File: src/rtl/rv_rr_arbiter.sv
// ---------------------------------------------------------------------------
// rv_rr_arbiter
//   N-input round-robin arbiter for ready/valid streams. Merges NumPorts
//   requesters onto one registered output beat (1-cycle latency, one beat
//   per cycle) and reports the index of the requester that owns the beat.
//
// Parameters
//   NumPorts   number of requesters (2..16)
//   DataWidth  payload width per beat
//   IdxWidth   grant index width, derived from NumPorts
//
// Ports
//   clk        system clock, all logic on posedge
//   rst        synchronous active-high reset
//   in_valid   per-requester valid
//   in_data    per-requester payload, port i at [i*DataWidth +: DataWidth]
//   in_last    per-requester end-of-packet flag
//   in_ready   per-requester ready, at most one bit set
//   out_valid  registered output valid
//   out_data   registered output payload
//   out_last   registered copy of the accepted in_last
//   out_idx    index of the requester whose beat is in out_data
//   out_ready  downstream ready
//
// Build option
//   RV_ARB_LOCK_EN  when defined, a beat with in_last=0 locks the grant to
//                   its port until that port delivers a beat with in_last=1.
// ---------------------------------------------------------------------------
module rv_rr_arbiter #(
   parameter  int NumPorts  = 4,
   parameter  int DataWidth = 8,
   localparam int IdxWidth  = (NumPorts > 1) ? $clog2(NumPorts) : 1
) (
   input  logic                          clk,
   input  logic                          rst,
   input  logic [NumPorts-1:0]           in_valid,
   input  logic [NumPorts*DataWidth-1:0] in_data,
   input  logic [NumPorts-1:0]           in_last,
   output logic [NumPorts-1:0]           in_ready,
   output logic                          out_valid,
   output logic [DataWidth-1:0]          out_data,
   output logic                          out_last,
   output logic [IdxWidth-1:0]           out_idx,
   input  logic                          out_ready
);

   logic                 r_out_valid;
   logic [DataWidth-1:0] r_out_data;
   logic                 r_out_last;
   logic [IdxWidth-1:0]  r_out_idx;
   logic [IdxWidth-1:0]  r_ptr;

`ifdef RV_ARB_LOCK_EN
   logic                 r_lock;
   logic [IdxWidth-1:0]  r_lock_idx;
`endif

   logic                 w_can_load;
   logic                 w_any;
   logic                 w_accept;
   logic [IdxWidth-1:0]  w_sel;
   logic [IdxWidth-1:0]  w_scan_idx;
   logic [IdxWidth-1:0]  w_ptr_nxt;
   logic [DataWidth-1:0] w_data;
   logic                 w_last;

   assign w_can_load = !r_out_valid || out_ready;

   // Priority scan starting at r_ptr; the first valid requester wins.
   always_comb begin
      w_sel      = '0;
      w_any      = 1'b0;
      w_scan_idx = '0;
      for (int unsigned k = 0; k < NumPorts; k++) begin
         w_scan_idx = IdxWidth'((32'(r_ptr) + k) % NumPorts);
         if (!w_any && in_valid[w_scan_idx]) begin
            w_any = 1'b1;
            w_sel = w_scan_idx;
         end
      end
`ifdef RV_ARB_LOCK_EN
      // A locked packet owns the output even while its source idles.
      if (r_lock) begin
         w_sel = r_lock_idx;
         w_any = in_valid[r_lock_idx];
      end
`endif
   end

   assign w_accept  = w_can_load && w_any && !rst;
   assign w_ptr_nxt = (w_sel == IdxWidth'(NumPorts - 1)) ? '0 : w_sel + 1'b1;
   assign w_last    = in_last[w_sel];

   always_comb begin
      in_ready = '0;
      w_data   = '0;
      for (int unsigned i = 0; i < NumPorts; i++) begin
         if (w_sel == IdxWidth'(i)) begin
            in_ready[i] = w_accept;
            w_data      = in_data[i*DataWidth +: DataWidth];
         end
      end
   end

   always_ff @(posedge clk) begin
      if (rst) begin
         r_out_valid <= 1'b0;
         r_out_data  <= '0;
         r_out_last  <= 1'b0;
         r_out_idx   <= '0;
         r_ptr       <= '0;
`ifdef RV_ARB_LOCK_EN
         r_lock      <= 1'b0;
         r_lock_idx  <= '0;
`endif
      end else begin
         if (w_accept) begin
            r_out_valid <= 1'b1;
            r_out_data  <= w_data;
            r_out_last  <= w_last;
            r_out_idx   <= w_sel;
`ifdef RV_ARB_LOCK_EN
            // Pointer only moves once the packet completes.
            if (w_last) begin
               r_lock <= 1'b0;
               r_ptr  <= w_ptr_nxt;
            end else begin
               r_lock     <= 1'b1;
               r_lock_idx <= w_sel;
            end
`else
            r_ptr <= w_ptr_nxt;
`endif
         end else if (out_ready) begin
            r_out_valid <= 1'b0;
         end
      end
   end

   assign out_valid = r_out_valid;
   assign out_data  = r_out_data;
   assign out_last  = r_out_last;
   assign out_idx   = r_out_idx;

endmodule

File: config.mk
export PLATFORM = sky130hd
export DESIGN_NAME = rv_rr_arbiter
export DESIGN_NICKNAME = d
export VERILOG_FILES = /design/src/rtl/rv_rr_arbiter.sv
export SDC_FILE = /design/constraint.sdc
export NUM_CORES = 1
export LEC_CHECK = 0
export ABC_AREA = 0
export BUFFER_PORTS_ARGS = -buffer_cell sky130_fd_sc_hd__buf_2
export CORE_MARGIN = 2
export CORE_UTILIZATION = 40
export CTS_BUF_LIST = sky130_fd_sc_hd__clkbuf_4 sky130_fd_sc_hd__clkbuf_8
export CTS_CLUSTER_SIZE = 25
export DETAILED_ROUTE_END_ITERATION = 6
export PLACE_DENSITY = 0.75
export SYNTH_ARGS = -nofsm -noshare
export SYNTH_HDL_FRONTEND = slang
export SYNTH_SLANG_ARGS = --single-unit
File: constraint.sdc
create_clock -name clk -period 3.4 [get_ports clk]
set_input_delay 0 -clock clk [delete_from_list [all_inputs] [get_ports clk]]
set_output_delay 0 -clock clk [all_outputs]
set_load 0.02 [all_outputs]
==> out/metrics.csv, run 1 <==
metric,value,unit
outcome,completed,
cts_resized,0,
drc,0,
drt_wl_total,2650,µm
setup_viol,0,
cts_num_sinks,14,
routedWlPerCell,12.5,µm
finalCritPeriodShare,74.2,%
hold_violations,0,
synth_edf_count,0,
grt_pass1_vias,1016,
rows,17,
worst_skew_pair.late_latency,0.28,ns
boundaryPins,59,
n_antenna_cell,0,
period_needed,2.52,ns
worstPathRequired,3.61,ns
yosys.area.top_type,dfxtp_1,
synthCells,123,
ys_async_sr_fraction,0,%
reg2reg_depth,9,
timing.rr.end,out_data[3],
cts_hold_buf,7,
rsz0062_at_grt,no,
critical_path_class,reg2reg,
regArea,280,µm²
worst_pin_slew,0.805,ns
utilization,60.9,%
ys_warn_count,0,
initial_core_util,43.1,%
synth_top_cell_area_share,28.8,%
netlist_area,972,µm²
numCtsBuffers,3,
multi_input_comb_area,653,µm²
worstHoldPathType,in2reg,
grt_util_all_layers,20.4,%
cp-end-kind,register,
fmax,396,MHz
dr.pass1.iters,4,
hold_end,out_data[3],
synth.avg_cell_area,7.90,µm²
min_path_cells,3,
reg2reg_slack,0.88,ns
portBuffers,58,
synth.area.top_cells,"dfxtp_1, nand3b_1, nor2b_1, a221oi_1, a21oi_1",
cp_data_arrival_time,2.73,ns
fin_setup_tns,0,ns
vias,1129,
synth_seq_cells,14,
drive_above_1_share,36.4,%
cts.clk_slew.worst_paths,0.08,ns
antenna_found_initial,0,
synth_cell_types,33,
die-height,53.3,µm
synth_fp_nets,170,
ys_top_cells_by_count,"dfxtp_1, nor2b_1, a21oi_1, nand3b_1, o21ai_1",
cts-htree-levels,1,
finClkSkew,0.00212,ns
maxCapViolations,0,
grt_max_degree,22,
relSlewSlack,45.9,%
leakagePower,0.648,nW
yosys.cell_count.top_type,dfxtp_1,
cts_buffer_depth,2,
drv_slew,0,
r2r_start,r_ptr[0],
fin_nets,232,
grt_pass1_wl,4360,µm
hpwlAfterDp,1990,µm
synth_top_flop_cell,dfxtp_1,
drt_iter0_markers,24,
grt_overflow,0,
synthToLayoutAreaGrowth,41.2,%
root_buffer,clkbuf_4,
cp_max_fo,11,
cts_tree,done,
ant_nets,0,
die_width,53.3,µm
fillers,215,
via_per_inst,5.33,
post_cts_buffers,0,
start_kind,register,
holdCritStartpoint,in_data[27],
ys_seq_area_share,28.8,%
coreArea,2250,µm²
dieArea,2840,µm²
ir_worst_vdd,0.278,mV
cellPowerDensity,488,nW/µm²
place_congestion,0.888,
flip-flops by register name, indices dropped and copies added, names as in the netlist:
name,flops
r_ptr,2
out_idx,2
out_valid,1
out_last,1
out_data,8
area by class of cell:
type	count	area share, %
flip-flops and latches	14	20.4
repair buffers	65	26.3
clock buffers	4	2.64
inverters	2	0.547
multi-input cells	99	47.6
well taps	28	2.55
per-stage QoR:
stage                     power (mW)  hold slack [ns]  setup WS (ns)  std cells  cell area [µm²]
final                          0.670           0.0195          0.878        212             1370
after global routing           0.723           0.0423          0.608        212             1370
after CTS                      0.675          0.00848          0.923        212             1370
after detailed placement       0.546            0.272          0.952        201             1270
after global placement         0.538            0.265           1.07        201             1270
after floorplan                0.451            0.174           1.27        123              972
worst max-delay path by stage:
stage | start | to | depth (start not counted)
CTS | r_ptr[0] | out_data[3] | 9
global placement | r_ptr[0] | out_data[3] | 9
finish | r_ptr[0] | out_data[3] | 9
floorplan | r_ptr[1] | out_data[0] | 10
global route | r_ptr[1] | out_data[3] | 9
detailed placement | r_ptr[0] | out_data[3] | 9
layout by cell type (no fill, tap or decap), types with 2 or more instances in the layout:
cell type	instances
a21oi_1	11
o21ai_0	2
dfxtp_1	14
nor4_1	2
clkbuf_4	3
buf_2	58
dlygate4sd3_1	7
nor3_1	9
o21ai_1	10
ha_1	4
nor2_1	3
a221oi_1	7
and2_1	4
nand3b_1	10
or3_1	2
nand2_1	5
nor3b_1	2
nand2b_1	3
nor2b_1	12
metal layers:
metal | vias up | GRT usage (%) | part of all wire, %
met3 | 2 | 3.11 | 9.2
met1 | 489 | 26.5 | 46
met4 | 0 | 5.13 | 0.19
met2 | 62 | 34.6 | 45
li1 | 576 | - | -
met5 | - | 0 | 0
where the power goes:
group	internal, mW	leakage, nW	switching [mW]	total [mW]
clock network	0.0652	0.0210	0.0543	0.119
registers	0.200	0.116	0.0228	0.223
logic	0.143	0.511	0.185	0.328
total	0.408	0.648	0.262	0.670
cells by family after synthesis:
family	after synthesis	share of synthesized area, %
mux	2	2.57
buf+inv	10	3.99
compound gates	34	21.8
flops	14	28.8
fa+ha+maj	4	5.15
simple gates	59	37.7
critical path: stages (launching register included):
cell and delay (ns):
dfxtp_1 0.40, nor2b_1 0.11, o21ba_2 0.21, or3_1 0.39, ha_1 0.35, nor2b_1 0.43
a221oi_1 0.16, nor3_1 0.17, a21oi_1 0.08, o21ai_1 0.15
Note: power is estimated with default switching activity, not from simulation.
==> inputs of run 2 (changes only) <==
--- a/config.mk
+++ b/config.mk
@@ -12,7 +12,7 @@
 export CTS_BUF_LIST = sky130_fd_sc_hd__clkbuf_4 sky130_fd_sc_hd__clkbuf_8
 export CTS_CLUSTER_SIZE = 25
 export DETAILED_ROUTE_END_ITERATION = 6
-export PLACE_DENSITY = 0.75
+export PLACE_DENSITY = 0.78
 export SYNTH_ARGS = -nofsm -noshare
 export SYNTH_HDL_FRONTEND = slang
 export SYNTH_SLANG_ARGS = --single-unit
==> constraint.sdc (replaced) <==
create_clock -name clk -period 2 [get_ports clk]
set_input_delay 0 -clock clk [delete_from_list [all_inputs] [get_ports clk]]
set_output_delay 0 -clock clk [all_outputs]
set_load 0.02 [all_outputs]
==> run 2 against run 1 <==
The run now ends with setup timing left. Cell area rose by 27%. Sequential power up 70%. Routed wire length is 47% higher. Clock power is 71% higher.
==> out/metrics.csv, run 2 (synthesis gave the netlist of run 1 again) <==
metric,value,unit
cts_num_sinks,14,
setup_slack,-0.126,ns
violations,setup timing,
routedWlPerCell,16.8,µm
rsz0062_at_grt,yes,
coreArea,2250,µm²
die_width,53.3,µm
worstPathRequired,2.17,ns
cp-end-kind,register,
synthToLayoutAreaGrowth,79.3,%
drive_above_1_share,55.2,%
boundaryPins,59,
hold_violations,0,
start_kind,register,
crit_buf_inv,1,
grt_pass1_wl,5020,µm
cts_buffer_depth,2,
dieArea,2840,µm²
vias,1329,
place_congestion,0.846,
worstHoldPathType,in2reg,
placed_area,1410,µm²
fillers,150,
final_common_cell,buf_2,
outcome,"finished, violations left",
cpPeakStageDelay,0.45,ns
whs,0.0230,ns
stdcell_area,1740,µm²
setup_viol,10,
stdcell_count,231,
cp_max_fo,7,
critical_path_class,reg2reg,
cp_data_arrival_time,2.29,ns
portBuffers,58,
regArea,285,µm²
rows,17,
cp_cell_sequence,"nor2b_2, o21ba_4, or3_4, ha_4, buf_8, a221oi_2, nor3_2, a21oi_1, o21ai_1",
utilization,77.3,%
n_antenna_cell,0,
grt_max_degree,21,
reg2reg_depth,9,
grt_overflow,0,
dr.pass1.iters,4,
cp_slowest_cell,or3_4,
place_worst_setup_slack,-0.181,ns
layout_common_cells,"buf_2, buf_4, dfxtp_1",
ir_worst_vdd,0.527,mV
cts.clk_slew.worst_paths,0.08,ns
cellPowerDensity,845,nW/µm²
fin_nets,251,
drt_iter0_markers,53,
via_per_inst,5.75,
hpwlAfterDp,2290,µm
drt_wl_total,3880,µm
largest_reg_flops,8,
worst_pin_slew,1.03,ns
die-height,53.3,µm
finalPower,1.47,mW
initial_core_util,43.1,%
relSlewSlack,30.9,%
finalCritPeriodShare,106,%
grt_util_all_layers,23.5,%
leakagePower,0.801,nW
cts_tree,done,
cp.depth,9,
grt_pass1_vias,1155,
crit_family,compound AO/OA/AOI/OAI gates,
fmax,470,MHz
drc,0,
fin_setup_tns,-0.719,ns
cts-htree-levels,1,
worst_skew_pair.late_latency,0.28,ns
finClkSkew,0.000419,ns
ant_nets,0,
numCtsBuffers,3,
root_buffer,clkbuf_4,
multi_input_comb_area,833,µm²
period_needed,2.13,ns
min_path_cells,3,
place_inst,214,
antenna_found_initial,0,
maxCapViolations,0,
drv_slew,0,
[run 2: cell types whose count changed in the layout (fill, tap and decap cells not counted), moves of 4 or more]
cell	before	now
buf_4	0	16
a221oi_2	0	5
buf_6	0	4
a221oi_1	7	0
nor3_1	9	5
ha_1	4	0
ha_4	0	4
nor3_2	0	4
[run 2: timing repair]
item | 4_1_cts | 5_1_grt
endpoints found under the setup margin | 10 | 11
setup buffers | 4 | 3
resized for setup | 16 | 19
pin swaps | 6 | 6
hold buffers | 6 | 0
endpoints found under the hold margin | 6 | 0
[run 2: worst min-delay path, stage by stage]
cell and delay [ns]:
buf_2 0.10, a21oi_1 0.07, o21ai_1 0.11
[run 2: worst paths after layout]
| path | to | from | slack [ns] |
|---|---|---|---|
| max | out_data[4] | r_ptr[0] | -0.13 |
| max reg2reg | out_data[4] | r_ptr[0] | -0.13 |
| min reg2reg | out_idx[0] | out_idx[0] | 0.47 |
| min | out_data[6] | in_data[30] | 0.02 |
[run 2: cell type report]
| cell class | count | share of cell area, % |
|---|---|---|
| clock buffers | 4 | 2.08 |
| inverters | 2 | 0.718 |
| multi-input cells | 99 | 47.8 |
| flip-flops and latches | 14 | 16.4 |
| well taps | 28 | 2.01 |
| repair buffers | 84 | 31.0 |
[run 2: report_power, final]
part / total, mW / internal [mW] / switching, mW / leakage [nW]
sequential: 0.379 / 0.343 / 0.0357 / 0.117
clock: 0.204 / 0.111 / 0.0930 / 0.0210
combinational: 0.891 / 0.429 / 0.462 / 0.663
total: 1.47 / 0.883 / 0.590 / 0.801
[run 2: layer usage]
| layer | share of wire (%) | GRT usage (%) |
|---|---|---|
| met1 | 41 | 27.0 |
| met2 | 52 | 43.6 |
| met3 | 5.0 | 3.39 |
| met4 | 1.7 | 7.26 |
| met5 | 0 | 0 |
==> inputs of run 3 (changes only) <==
--- a/config.mk
+++ b/config.mk
@@ -7,7 +7,6 @@
 export LEC_CHECK = 0
 export ABC_AREA = 0
 export BUFFER_PORTS_ARGS = -buffer_cell sky130_fd_sc_hd__buf_2
-export CORE_MARGIN = 2
 export CORE_UTILIZATION = 40
 export CTS_BUF_LIST = sky130_fd_sc_hd__clkbuf_4 sky130_fd_sc_hd__clkbuf_8
 export CTS_CLUSTER_SIZE = 25
==> run 3 against run 2 <==
The flow still finishes with violations (setup timing). Register-to-register slack got worse by 0.06 ns. First-iteration DRC count decreased by 23%. Die area decreased by 7.4%. Clock power is 2% higher. Sequential cell count unchanged. Utilization up 0.11 points. Sequential power grew 1%. Global-route usage up 2.2 points. Non-clock buffer count is 3 lower. Critical path type unchanged.
==> out/metrics.csv, run 3 (synthesis gave the netlist of run 1 again) <==
metric,value,unit
via_per_inst,5.68,
layout_common_cells,"buf_2, dfxtp_1, buf_4",
worst_skew_pair.late_latency,0.29,ns
worstHoldPathType,in2reg,
grt_pass1_vias,1178,
hpwlAfterDp,2160,µm
rsz0062_at_grt,yes,
place_congestion,0.908,
vias,1295,
ir_worst_vdd,0.536,mV
portBuffers,58,
grt_max_degree,21,
cellPowerDensity,841,nW/µm²
antenna_found_initial,0,
routedWlPerCell,16.6,µm
hold_end,out_data[0],
ant_nets,0,
worstPathRequired,2.18,ns
cp_max_fo,7,
root_buffer,clkbuf_4,
initial_core_util,43.1,%
relSlewSlack,27.7,%
grt_overflow,0,
cts_num_sinks,14,
boundaryPins,59,
final_common_cell,buf_2,
finClkSkew,0.000993,ns
fin_nets,248,
fmax,456,MHz
worst_pin_slew,1.08,ns
setup_slack,-0.191,ns
holdCritStartpoint,in_data[24],
largest_reg_flops,8,
die_width,51.3,µm
dr.pass1.iters,4,
grt_util_all_layers,25.7,%
drc,0,
cp-end-kind,register,
dieArea,2630,µm²
place_worst_setup_slack,-0.0970,ns
cts.clk_slew.worst_paths,0.09,ns
stdcell_count,228,
drive_above_1_share,56.0,%
rows,17,
place_inst,213,
numCtsBuffers,3,
reg2reg_depth,9,
hold_violations,0,
drv_slew,0,
cts_tree,done,
min_path_cells,3,
critical_path_class,reg2reg,
fin_setup_tns,-0.813,ns
drt_iter0_markers,41,
timing.rr.end,out_data[7],
utilization,77.4,%
cts_buffer_depth,2,
n_antenna_cell,0,
grt_pass1_wl,5020,µm
cp_data_arrival_time,2.37,ns
r2r_start,r_ptr[1],
maxCapViolations,0,
violations,setup timing,
setup_viol,11,
synthToLayoutAreaGrowth,79.5,%
drt_wl_total,3780,µm
reg2reg_slack,-0.19,ns
outcome,"finished, violations left",
cts-htree-levels,1,
finalCritPeriodShare,110,%
coreArea,2250,µm²
leakagePower,0.785,nW
period_needed,2.19,ns
die-height,51.3,µm
start_kind,register,
run 3: cell types whose count changed in the layout (fill, tap and decap cells not counted), sizes merged:
| cell | delta |
|---|---|
| dlygate4sd3 | +1 |
| buf | -4 |
run 3: layer usage:
layer	part of all wire, %	track usage, %	vias up
li1	-	-	615
met3	4.3	2.98	13
met1	39	29.8	604
met4	3.3	14.9	0
met2	53	45.0	63
met5	0	0	-
run 3: where the power goes:
group          switching [mW]  total (mW)  internal (mW)  leakage (nW)
combinational           0.455       0.875          0.420         0.647
sequential             0.0401       0.384          0.344         0.117
clock                  0.0984       0.209          0.111        0.0210
run 3: area by class of cell:
type,count,area (µm²)
Clock buffer,4,36.3
Fill cell,153,509
Inverter,2,10.0
Multi-Input combinational cell,99,845
Sequential cell,14,285
Tap cell,28,35.0
Timing Repair Buffer,81,534
run 3: metrics by stage:
stage	hold slack (ns)	area [µm²]	total power, mW
6_report	0.0284	1750	1.47
2_1_floorplan	0.174	1040	0.827
3_3_place_gp	0.265	1430	1.02
5_1_grt	0.0378	1750	1.54
4_1_cts	0.0154	1590	1.30
3_5_place_dp	0.267	1430	1.04
run 3: what timing repair did:
| item | in CTS | in global routing |
|---|---|---|
| pin swaps | 1 | 8 |
| gates resized for setup | 12 | 24 |
| endpoints found under the hold margin | 7 | 0 |
| endpoints found under the setup margin | 10 | 10 |
| setup buffers | 0 | 4 |
| hold buffers | 7 | 0 |
run 3: worst max-delay path by stage:
| stage | from | endpoint | slack [ns] | cells after the start |
|---|---|---|---|---|
| detailed placement | r_ptr[1] | out_data[4] | -0.1 | 9 |
| global route | r_ptr[1] | out_data[7] | -0.27 | 9 |
| finish | r_ptr[1] | out_data[7] | -0.19 | 9 |
| floorplan | r_ptr[0] | out_data[3] | -0.01 | 10 |
| CTS | r_ptr[0] | in_ready[2] | -0.07 | 7 |
| global placement | r_ptr[0] | out_data[4] | -0.06 | 10 |
run 3: critical path: stages, from the launching register on:
cell	delay, ns
dfxtp_4	0.38
a21oi_4	0.14
nor3b_2	0.08
or3_4	0.46
ha_4	0.22
buf_12	0.14
a221oi_1	0.35
nor3_1	0.10
a21oi_1	0.13
o21ai_1	0.08
